[src/rtl/mem_port_arbiter.sv]
// rtl/mem_port_arbiter.sv - arbitrates the single MMU port between instruction fetch and the data stage
module mem_port_arbiter #(
  parameter int TIMEOUT_CYCLES   = 255,
  parameter int MEM_STARVE_LIMIT = 4,
  parameter int CNT_WIDTH        = 8
) (
  input  logic        clk,
  input  logic        reset_n,
  input  logic        if_req,
  input  logic [31:0] if_addr,
  input  logic        if_flush,
  output logic        if_ready,
  output logic [31:0] if_rdata,
  output logic        if_error,
  input  logic        mem_req,
  input  logic        mem_write,
  input  logic        mem_signed,
  input  logic [1:0]  mem_width,
  input  logic [31:0] mem_addr,
  input  logic [31:0] mem_wdata,
  output logic        mem_ready,
  output logic [31:0] mem_rdata,
  output logic        mem_error,
  input  logic        mmu_mem_ready,
  input  logic [31:0] mmu_data_out,
  output logic        mmu_read_enable,
  output logic        mmu_write_enable,
  output logic        mmu_mem_signed_read,
  output logic [1:0]  mmu_mem_data_width,
  output logic [31:0] mmu_address,
  output logic [31:0] mmu_data_in
);

  localparam logic [1:0] WIDTH_HALF = 2'd1;
  localparam logic [1:0] WIDTH_WORD = 2'd2;
  localparam int SW = $clog2(MEM_STARVE_LIMIT + 1);
  localparam logic [SW-1:0]        STARVE_MAX = SW'(MEM_STARVE_LIMIT);
  localparam logic [CNT_WIDTH-1:0] TCNT_LAST  = CNT_WIDTH'(TIMEOUT_CYCLES - 1);

  typedef enum logic [1:0] {IDLE, BUSY_IF, BUSY_MEM, RESP} state_t;

  state_t              state, state_nxt;
  logic [CNT_WIDTH-1:0] tcnt;
  logic [SW-1:0]        starve_cnt;
  logic                 resp_mem;
  logic                 if_flushed;
  logic                 grant_if, grant_mem;
  logic                 if_misaligned, mem_misaligned;
  logic                 timeout_hit;

  assign if_misaligned  = |if_addr[1:0];
  assign mem_misaligned = ((mem_width == WIDTH_WORD) && (|mem_addr[1:0])) ||
                          ((mem_width == WIDTH_HALF) && mem_addr[0]);
  assign timeout_hit    = (tcnt == TCNT_LAST);

  // MEM wins by default; IF takes the port once MEM has starved it long enough
  always_comb begin
    grant_if  = 1'b0;
    grant_mem = 1'b0;
    if (state == IDLE) begin
      if (if_req && !if_flush && (!mem_req || starve_cnt == STARVE_MAX)) begin
        grant_if = 1'b1;
      end else if (mem_req) begin
        grant_mem = 1'b1;
      end
    end
  end

  always_comb begin
    state_nxt = state;
    case (state)
      IDLE: begin
        if (grant_if) begin
          state_nxt = if_misaligned ? RESP : BUSY_IF;
        end else if (grant_mem) begin
          state_nxt = mem_misaligned ? RESP : BUSY_MEM;
        end
      end
      BUSY_IF, BUSY_MEM: begin
        if (mmu_mem_ready || timeout_hit) begin
          state_nxt = RESP;
        end
      end
      RESP:    state_nxt = IDLE;
      default: state_nxt = IDLE;
    endcase
  end

  always_ff @(posedge clk or negedge reset_n) begin
    if (!reset_n) begin
      state <= IDLE;
    end else begin
      state <= state_nxt;
    end
  end

  always_ff @(posedge clk or negedge reset_n) begin
    if (!reset_n) begin
      starve_cnt <= '0;
    end else if (grant_if || !if_req) begin
      starve_cnt <= '0;
    end else if (grant_mem && starve_cnt != STARVE_MAX) begin
      starve_cnt <= starve_cnt + SW'(1);
    end
  end

  always_ff @(posedge clk or negedge reset_n) begin
    if (!reset_n) begin
      tcnt                <= '0;
      resp_mem            <= 1'b0;
      if_flushed          <= 1'b0;
      if_rdata            <= '0;
      if_error            <= 1'b0;
      mem_rdata           <= '0;
      mem_error           <= 1'b0;
      mmu_read_enable     <= 1'b0;
      mmu_write_enable    <= 1'b0;
      mmu_mem_signed_read <= 1'b0;
      mmu_mem_data_width  <= '0;
      mmu_address         <= '0;
      mmu_data_in         <= '0;
    end else begin
      case (state)
        IDLE: begin
          tcnt <= '0;
          if (grant_if) begin
            resp_mem   <= 1'b0;
            if_flushed <= 1'b0;
            if (if_misaligned) begin
              if_error <= 1'b1;
            end else begin
              mmu_read_enable     <= 1'b1;
              mmu_write_enable    <= 1'b0;
              mmu_mem_signed_read <= 1'b0;
              mmu_mem_data_width  <= WIDTH_WORD;
              mmu_address         <= if_addr;
              mmu_data_in         <= '0;
            end
          end else if (grant_mem) begin
            resp_mem <= 1'b1;
            if (mem_misaligned) begin
              mem_error <= 1'b1;
            end else begin
              mmu_read_enable     <= !mem_write;
              mmu_write_enable    <= mem_write;
              mmu_mem_signed_read <= mem_signed;
              mmu_mem_data_width  <= mem_width;
              mmu_address         <= mem_addr;
              mmu_data_in         <= mem_wdata;
            end
          end
        end
        BUSY_IF, BUSY_MEM: begin
          // a flushed fetch still runs to completion; only its response is hidden
          if (state == BUSY_IF && if_flush) begin
            if_flushed <= 1'b1;
          end
          if (mmu_mem_ready) begin
            mmu_read_enable  <= 1'b0;
            mmu_write_enable <= 1'b0;
            if (state == BUSY_MEM) begin
              mem_rdata <= mmu_data_out;
              mem_error <= 1'b0;
            end else begin
              if_rdata <= mmu_data_out;
              if_error <= 1'b0;
            end
          end else if (timeout_hit) begin
            mmu_read_enable  <= 1'b0;
            mmu_write_enable <= 1'b0;
            if (state == BUSY_MEM) begin
              mem_error <= 1'b1;
            end else begin
              if_error <= 1'b1;
            end
          end else begin
            tcnt <= tcnt + CNT_WIDTH'(1);
          end
        end
        default: begin
          tcnt <= '0;
        end
      endcase
    end
  end

  assign mem_ready = (state == RESP) && resp_mem;
  assign if_ready  = (state == RESP) && !resp_mem && !if_flushed && !if_flush;

endmodule
[config.mk]
export PLATFORM = sky130hd
export DESIGN_NAME = mem_port_arbiter
export DESIGN_NICKNAME = d
export VERILOG_FILES = /design/src/rtl/mem_port_arbiter.sv
export SDC_FILE = /design/constraint.sdc
export NUM_CORES = 1
export LEC_CHECK = 0
export ABC_CLOCK_PERIOD_IN_PS = 2900
export BUFFER_PORTS_ARGS = -buffer_cell sky130_fd_sc_hd__buf_2
export CELL_PAD_IN_SITES_DETAIL_PLACEMENT = 0
export CELL_PAD_IN_SITES_GLOBAL_PLACEMENT = 2
export CORE_AREA = 2 2 145 147
export CTS_BUF_LIST = sky130_fd_sc_hd__clkbuf_4 sky130_fd_sc_hd__clkbuf_8
export DETAILED_ROUTE_END_ITERATION = 16
export DIE_AREA = 0 0 147 149
export PLACE_DENSITY = 0.86
export SLEW_MARGIN = 20
export SYNTH_ARGS = -nofsm -noshare
export SYNTH_HDL_FRONTEND = slang
export SYNTH_SLANG_ARGS = --single-unit
[constraint.sdc]
create_clock -name clk -period 2.9 [get_ports clk]
set_input_delay 0.435 -clock clk [delete_from_list [all_inputs] [get_ports clk]]
set_output_delay 0.435 -clock clk [all_outputs]
set_load 0.05 [all_outputs]
==> flow_summary.yaml, run 1 <==
route:
  detail-route-antenna-nets: 0
  route.detailed.drc: 0
  drt_pass1_iterations: 4
  detail_route.wl_per_cell_um: 16.5
  dr.first_iter.drc_count: 94
  detail_route.wirelength_mm: 16.7
  route.detailed.vias_per_inst: 4.62
  route.vias.total: 4663
hold_path:
  worstHoldPathType: "input pin to async pin"
cts:
  clock_insertion_delay_worst_skew_ns: 0.45
  htree_levels: 4
  cts-root-to-sink-buffers: 2
  cts-root-buf: "clkbuf_8"
  post_cts_hold_buffer_count: 0
  cts_buffers: 17
  tritoncts_clock_tree: "yes"
  cts.repair.resized: 0
  post-cts-setup-buffer-count: 0
  clock_sinks: 150
  worst_setup_hold_path_clk_slew_ns: 0.10
die:
  die-area_mm2: 0.0219
  initial_core_util_pct: 31.4
  pin_count: 275
  fp.coreArea_mm2: 0.0206
  horizontal_die_dimension_um: 147
  die-height_um: 149
  rows: 53
setup_path:
  cp-end-kind: "flop"
  cp.arrival_ns: 2.68
  crit-reg2reg-capture: "mmu_address[16]$_DFFE_PN0P_"
  r2r_cells: 7
  reg2reg_setup_slack_ns: 0.55
  r2r-start: "state[0]$_DFFE_PN0P_"
  critical_path_class: "flop to flop"
  critical_path_required_ns: 3.23
  critical_path.startpoint_type: "flop"
  crit_path_max_fanout: 30
logic_synthesis:
  synth_top_flop_cell: "dfrtp_1"
  async_flop_share_pct: 100
  synth.cell_area_mm2: 0.00645
  yosys_cell_types: 47
  synth_seq_cells: 150
  synth_fp_nets: 594
  synthesis.area_per_instance_um2: 14.4
  synthesis.instances: 447
  sequential_element_share_of_the_synthesized_area_pct: 58.2
  synth_edf_count: 0
  yosysWarningCount: 0
final_layout:
  seqCellArea_mm2: 0.00375
  fillerInstances: 2011
  antenna-diode-count: 0
  finish.utilization_pct: 41.3
  post_route_cells_drive_above_1_share_pct: 60.8
  multi_input_area_mm2: 0.00251
  design.final.nets: 869
  layout.cells.most_common_list: "buf_2, dfrtp_1, mux2_2"
  layout.cells.most_common: "buf_2"
  area.growth.synth_to_final_pct: 31.7
run_status:
  status: "complete, no violations"
timing:
  final_number_of_setup_violating_endpoints: 0
  finalCritPeriodShare_pct: 80.9
  hold_viol_final: 0
  max-slew-margin-rel_pct: 44.9
  worst_slew_pin_slew_ns: 0.827
  rsz0062_at_grt: "false"
  worst_clock_skew_ns: 0.00955
  final_period_minus_worst_setup_slack_ns: 2.35
  report.final.slew_viol_count: 0
  postLayoutSetupSlackWorst_ns: 0.554
  timing.setup.tns_ns: 0
  fmax_mhz: 426
global_route:
  grt_antenna_before_repair: 0
  grt_pass1_wl_mm: 26.0
  grt.overflow.total: 0
  grt_use_total_pct: 15.2
  grt_max_degree: 80
  first_global_vias: 4822
placed_design:
  io_buffers: 274
  pre_cts_slack_ns: 0.539
  hpwl_after_dpl_mm: 12.2
  routabilityCongestion: 0.726
job:
  drv_cap: 0
## Yosys cell counts (2+ instances only)
cell       count  area, µm²
dfrtp_1      150       3750
mux2_2       125       1410
a22o_1        34        298
buf_2         15       75.1
ha_1           9        113
inv_1          9       33.8
mux2_1         9        101
nor2_1         9       33.8
and2_1         8       50.1
xor2_1         7       61.3
nand2_1        6       22.5
a21oi_1        5       25.0
buf_6          4       45.0
nand3_1        4       20.0
a2111oi_0      3       26.3
a211oi_1       3       22.5
clkbuf_1       3       11.3
nand3b_1       3       22.5
nor4b_1        3       26.3
a31oi_1        2       12.5
buf_1          2       7.51
clkbuf_2       2       10.0
mux2i_1        2       20.0
nand2b_1       2       12.5
nand4_1        2       12.5
nor2_2         2       12.5
o21a_1         2       15.0
or2_2          2       12.5
xnor2_1        2       17.5
## sequential cells by signal (all words and copies together) (netlist names), 2 cells and up
register,cells
mem_rdata,32
if_rdata,32
mmu_mem_data_width,2
mmu_address,32
mmu_data_in,32
tcnt,8
starve_cnt,3
state,2
## how the worst max path moves through the flow
stage                                       end  slack [ns]                  from  depth (start not counted)
CTS                 mmu_address[16]$_DFFE_PN0P_        0.53  state[1]$_DFFE_PN0P_                          7
detailed placement  mmu_address[16]$_DFFE_PN0P_        0.54  state[1]$_DFFE_PN0P_                          7
finish              mmu_address[16]$_DFFE_PN0P_        0.55  state[0]$_DFFE_PN0P_                          7
global placement       if_rdata[10]$_DFFE_PN0P_        0.62  state[0]$_DFFE_PN0P_                          5
global route        mmu_address[28]$_DFFE_PN0P_        0.39  state[0]$_DFFE_PN0P_                          7
floorplan                              if_ready        0.34  state[0]$_DFFE_PN0P_                          2
## per-layer routing
metal / global-route usage (%) / up-vias / routed length (µm)
met5: 0 / - / 0
met2: 23.9 / 209 / 7810
li1: - / 2171 / -
met1: 18.4 / 2268 / 6900
met4: 5.05 / 0 / 248
met3: 7.37 / 15 / 1750
## logic make-up (layout without fill, tap and decap cells)
kind of cell	Yosys count	in the layout	share of synthesized area, %
XOR/XNOR	9	9	1.22
AO/OA/AOI/OAI	61	61	8.09
buffers and inverters	36	324	2.95
adder cells (fa/ha/maj)	9	9	1.75
flip-flops	150	150	58.2
multiplexers	136	136	23.7
AND/OR/NAND/NOR	46	46	4.04
## critical path: stages (launching register included)
cell      delay (ns)
dfrtp_1         0.42
inv_1           0.11
ha_1            0.39
nand3b_1        0.22
nor2_4          0.20
buf_12          0.22
mux2_2          0.36
mux2_1          0.29
## area by class of cell
type / count / share of cell area (%)
timing repair buffer: 283 / 17.5
multi-input combinational: 261 / 29.5
clock buffer: 17 / 2.76
inverter: 9 / 0.398
clock inverter: 15 / 1.61
tap: 275 / 4.05
sequential: 150 / 44.2
## through the flow
stage	cells	hold slack (ns)	instance area (µm²)
floorplan	447	0.139	6450
global placement	978	0.465	8120
detailed placement	978	0.469	8120
CTS	1010	0.0257	8490
global route	1010	0.0464	8490
finish	1010	0.0260	8490
Power of run 1 is not shown: default switching activity piles up to over one toggle a cycle in this logic, so the estimate is an artifact.
==> run 2, diff against run 1 <==
==> config.mk (replaced) <==
export PLATFORM = sky130hd
export DESIGN_NAME = mem_port_arbiter
export DESIGN_NICKNAME = d
export VERILOG_FILES = /design/src/rtl/mem_port_arbiter.sv
export SDC_FILE = /design/constraint.sdc
export NUM_CORES = 1
export LEC_CHECK = 0
export ABC_CLOCK_PERIOD_IN_PS = 2100
export BUFFER_PORTS_ARGS = -buffer_cell sky130_fd_sc_hd__buf_2
export CELL_PAD_IN_SITES_DETAIL_PLACEMENT = 0
export CELL_PAD_IN_SITES_GLOBAL_PLACEMENT = 2
export CORE_AREA = 2 2 155 157
export CTS_BUF_LIST = sky130_fd_sc_hd__clkbuf_4 sky130_fd_sc_hd__clkbuf_8
export DETAILED_ROUTE_END_ITERATION = 16
export DIE_AREA = 0 0 157 159
export PLACE_DENSITY = 0.79
export SLEW_MARGIN = 20
export SYNTH_ARGS = -nofsm -noshare
export SYNTH_HDL_FRONTEND = slang
export SYNTH_SLANG_ARGS = --single-unit
==> constraint.sdc (replaced) <==
create_clock -name clk -period 2.1 [get_ports clk]
set_input_delay 0.315 -clock clk [delete_from_list [all_inputs] [get_ports clk]]
set_output_delay 0.315 -clock clk [all_outputs]
set_load 0.05 [all_outputs]
==> run 2 against run 1 <==
Critical path depth unchanged; sequential share of layout area decreased by 1.5 points; utilization fell by 3.4 points; clock skew rose by 0.010 ns; critical path type unchanged.
==> flow_summary.yaml, run 2 (synthesis results as in run 1) <==
cts:
  clock_insertion_delay_worst_skew_ns: 0.45
  cts_buffers: 17
  post-cts-setup-buffer-count: 0
  tritoncts_clock_tree: "yes"
  cts-root-to-sink-buffers: 2
  clock_sinks: 150
  cts-root-buf: "clkbuf_8"
  htree_levels: 4
  worst_setup_hold_path_clk_slew_ns: 0.10
route:
  detail_route.wirelength_mm: 17.5
  route.vias.total: 4688
  detail_route.wl_per_cell_um: 16.3
  dr.first_iter.drc_count: 211
  route.detailed.drc: 0
  drt_pass1_iterations: 4
  route.detailed.vias_per_inst: 4.38
  detail-route-antenna-nets: 0
timing:
  timing.setup.tns_ns: 0
  fmax_mhz: 496
  final_number_of_setup_violating_endpoints: 0
  postLayoutSetupSlackWorst_ns: 0.0818
  finalCritPeriodShare_pct: 96.1
  max-slew-margin-rel_pct: 59.7
  hold_viol_final: 0
  report.final.slew_viol_count: 0
  worst_slew_pin_slew_ns: 0.598
  final_period_minus_worst_setup_slack_ns: 2.02
  hold_slack_ns: 0.0933
  worst_clock_skew_ns: 0.0197
setup_path:
  cp-end-kind: "flop"
  critical-path-top-delay-family: "multiplexers"
  critical_path_class: "flop to flop"
  cp.arrival_ns: 2.34
  cp_slowest_stage_delay_ns: 0.40
  path_buf_inv: 2
  critical_path_required_ns: 2.42
  timing.critical_path.slowest_stage_cell: "ha_1"
  critical_path.startpoint_type: "flop"
  timing.critical_path.mode_cell: "mux2_2"
  crit_path_max_fanout: 6
  reg2reg_setup_slack_ns: 0.08
  crit_path_cell_trace: "inv_1 -> ha_1 -> mux2_2 -> a31oi_2 -> a221oi_1 -> buf_4 -> mux2_2"
die:
  initial_core_util_pct: 27.8
  die-height_um: 159
  rows: 56
  fp.coreArea_mm2: 0.0232
  pin_count: 275
  die-area_mm2: 0.0250
  horizontal_die_dimension_um: 157
final_layout:
  fillerInstances: 2290
  layout.cells.most_common_list: "buf_2, dfrtp_1, mux2_2"
  layout.cells.most_common: "buf_2"
  antenna-diode-count: 0
  post_route_cells_drive_above_1_share_pct: 62.1
  area.growth.synth_to_final_pct: 36.5
  stdcell_area_mm2: 0.00880
  design.final.nets: 886
placed_design:
  io_buffers: 274
  placement.cell_area_mm2: 0.00838
  routabilityCongestion: 0.739
  hpwl_after_dpl_mm: 12.8
  pre_cts_slack_ns: 0.0527
global_route:
  grt.overflow.total: 0
  first_global_vias: 4897
  grt_antenna_before_repair: 2
  grt_pass1_wl_mm: 27.1
  grt_max_degree: 68
  grt_use_total_pct: 13.9
run_status:
  status: "complete, no violations"
hold_path:
  worstHoldPathType: "input pin to flop"
job:
  drv_cap: 0
power_and_ir_drop:
  power.ir.vdd_worst_mv: 1.05
  powerDensity_mw_per_mm2: 1900
  cellLeakagePower_uw: 0.00431
-- run 2: cell types whose count changed in the layout (fill, tap and decap cells not counted), sizes merged --
cell,change
clkinvlp,+3
inv,-2
clkbuf,+1
dlygate4sd3,+1
buf,+15
bufinv,+1
clkinv,-3
-- run 2: power by group --
part	switching, µW	total [µW]	internal [µW]
combinational	6750	9640	2890
clock	1210	2170	961
sequential	659	4940	4280
total	8630	16800	8130
-- run 2: final timing paths --
check	start	end	depth (start not counted)
setup / recovery	state[0]$_DFFE_PN0P_	mmu_read_enable$_DFFE_PN0P_	7
hold / removal	mem_wdata[21]	mmu_data_in[21]$_DFFE_PN0P_	2
setup reg to reg	state[0]$_DFFE_PN0P_	mmu_read_enable$_DFFE_PN0P_	7
hold reg to reg	mmu_address[3]$_DFFE_PN0P_	mmu_address[3]$_DFFE_PN0P_	1
max in group asynchronous	reset_n	mem_rdata[9]$_DFFE_PN0P_	3
min in group asynchronous	reset_n	mmu_data_in[11]$_DFFE_PN0P_	2
-- run 2: through the flow --
step,std cells,power (µW),util (%)
after floorplan,447,12100,-
after global placement,1037,14600,36.1
after detailed placement,1037,14700,36.1
after CTS,1069,16900,37.8
after global routing,1070,17700,37.9
final,1070,16800,37.9
-- run 2: repair_timing --
| action | CTS | global route |
|---|---|---|
| setup endpoints to repair | 0 | 34 |
| gates resized for setup | 0 | 5 |
| endpoints found under the hold margin | 44 | 0 |
| hold buffers | 1 | 0 |
-- run 2: worst reg2reg max path, delay by kind of cell (launching register included) --
family                     cells  cell delay [ns]
adders and majority gates      1             0.40
DFF                            1             0.35
AOI/OAI and AO/OA              2             0.28
muxes                          2             0.63
buffers and inverters          2             0.26
-- run 2: area by class of cell --
type                    instances  area [µm²]  share of cell area [%]
repair buffers                300        1710                    19.4
well taps                     319         399                    4.54
inverters                       9        33.8                   0.384
clock buffers                  17         234                    2.66
clock inverters                14         141                    1.61
multi-input cells             261        2530                    28.8
flip-flops and latches        150        3750                    42.7
-- run 2: metal layers --
| metal | track usage, % | share of wire (%) |
|---|---|---|
| met1 | 16.2 | 41 |
| met2 | 23.9 | 49 |
| met3 | 5.58 | 8.4 |
| met4 | 3.50 | 0.97 |
| met5 | 0 | 0.15 |
Power figures use the tool's default switching activity.
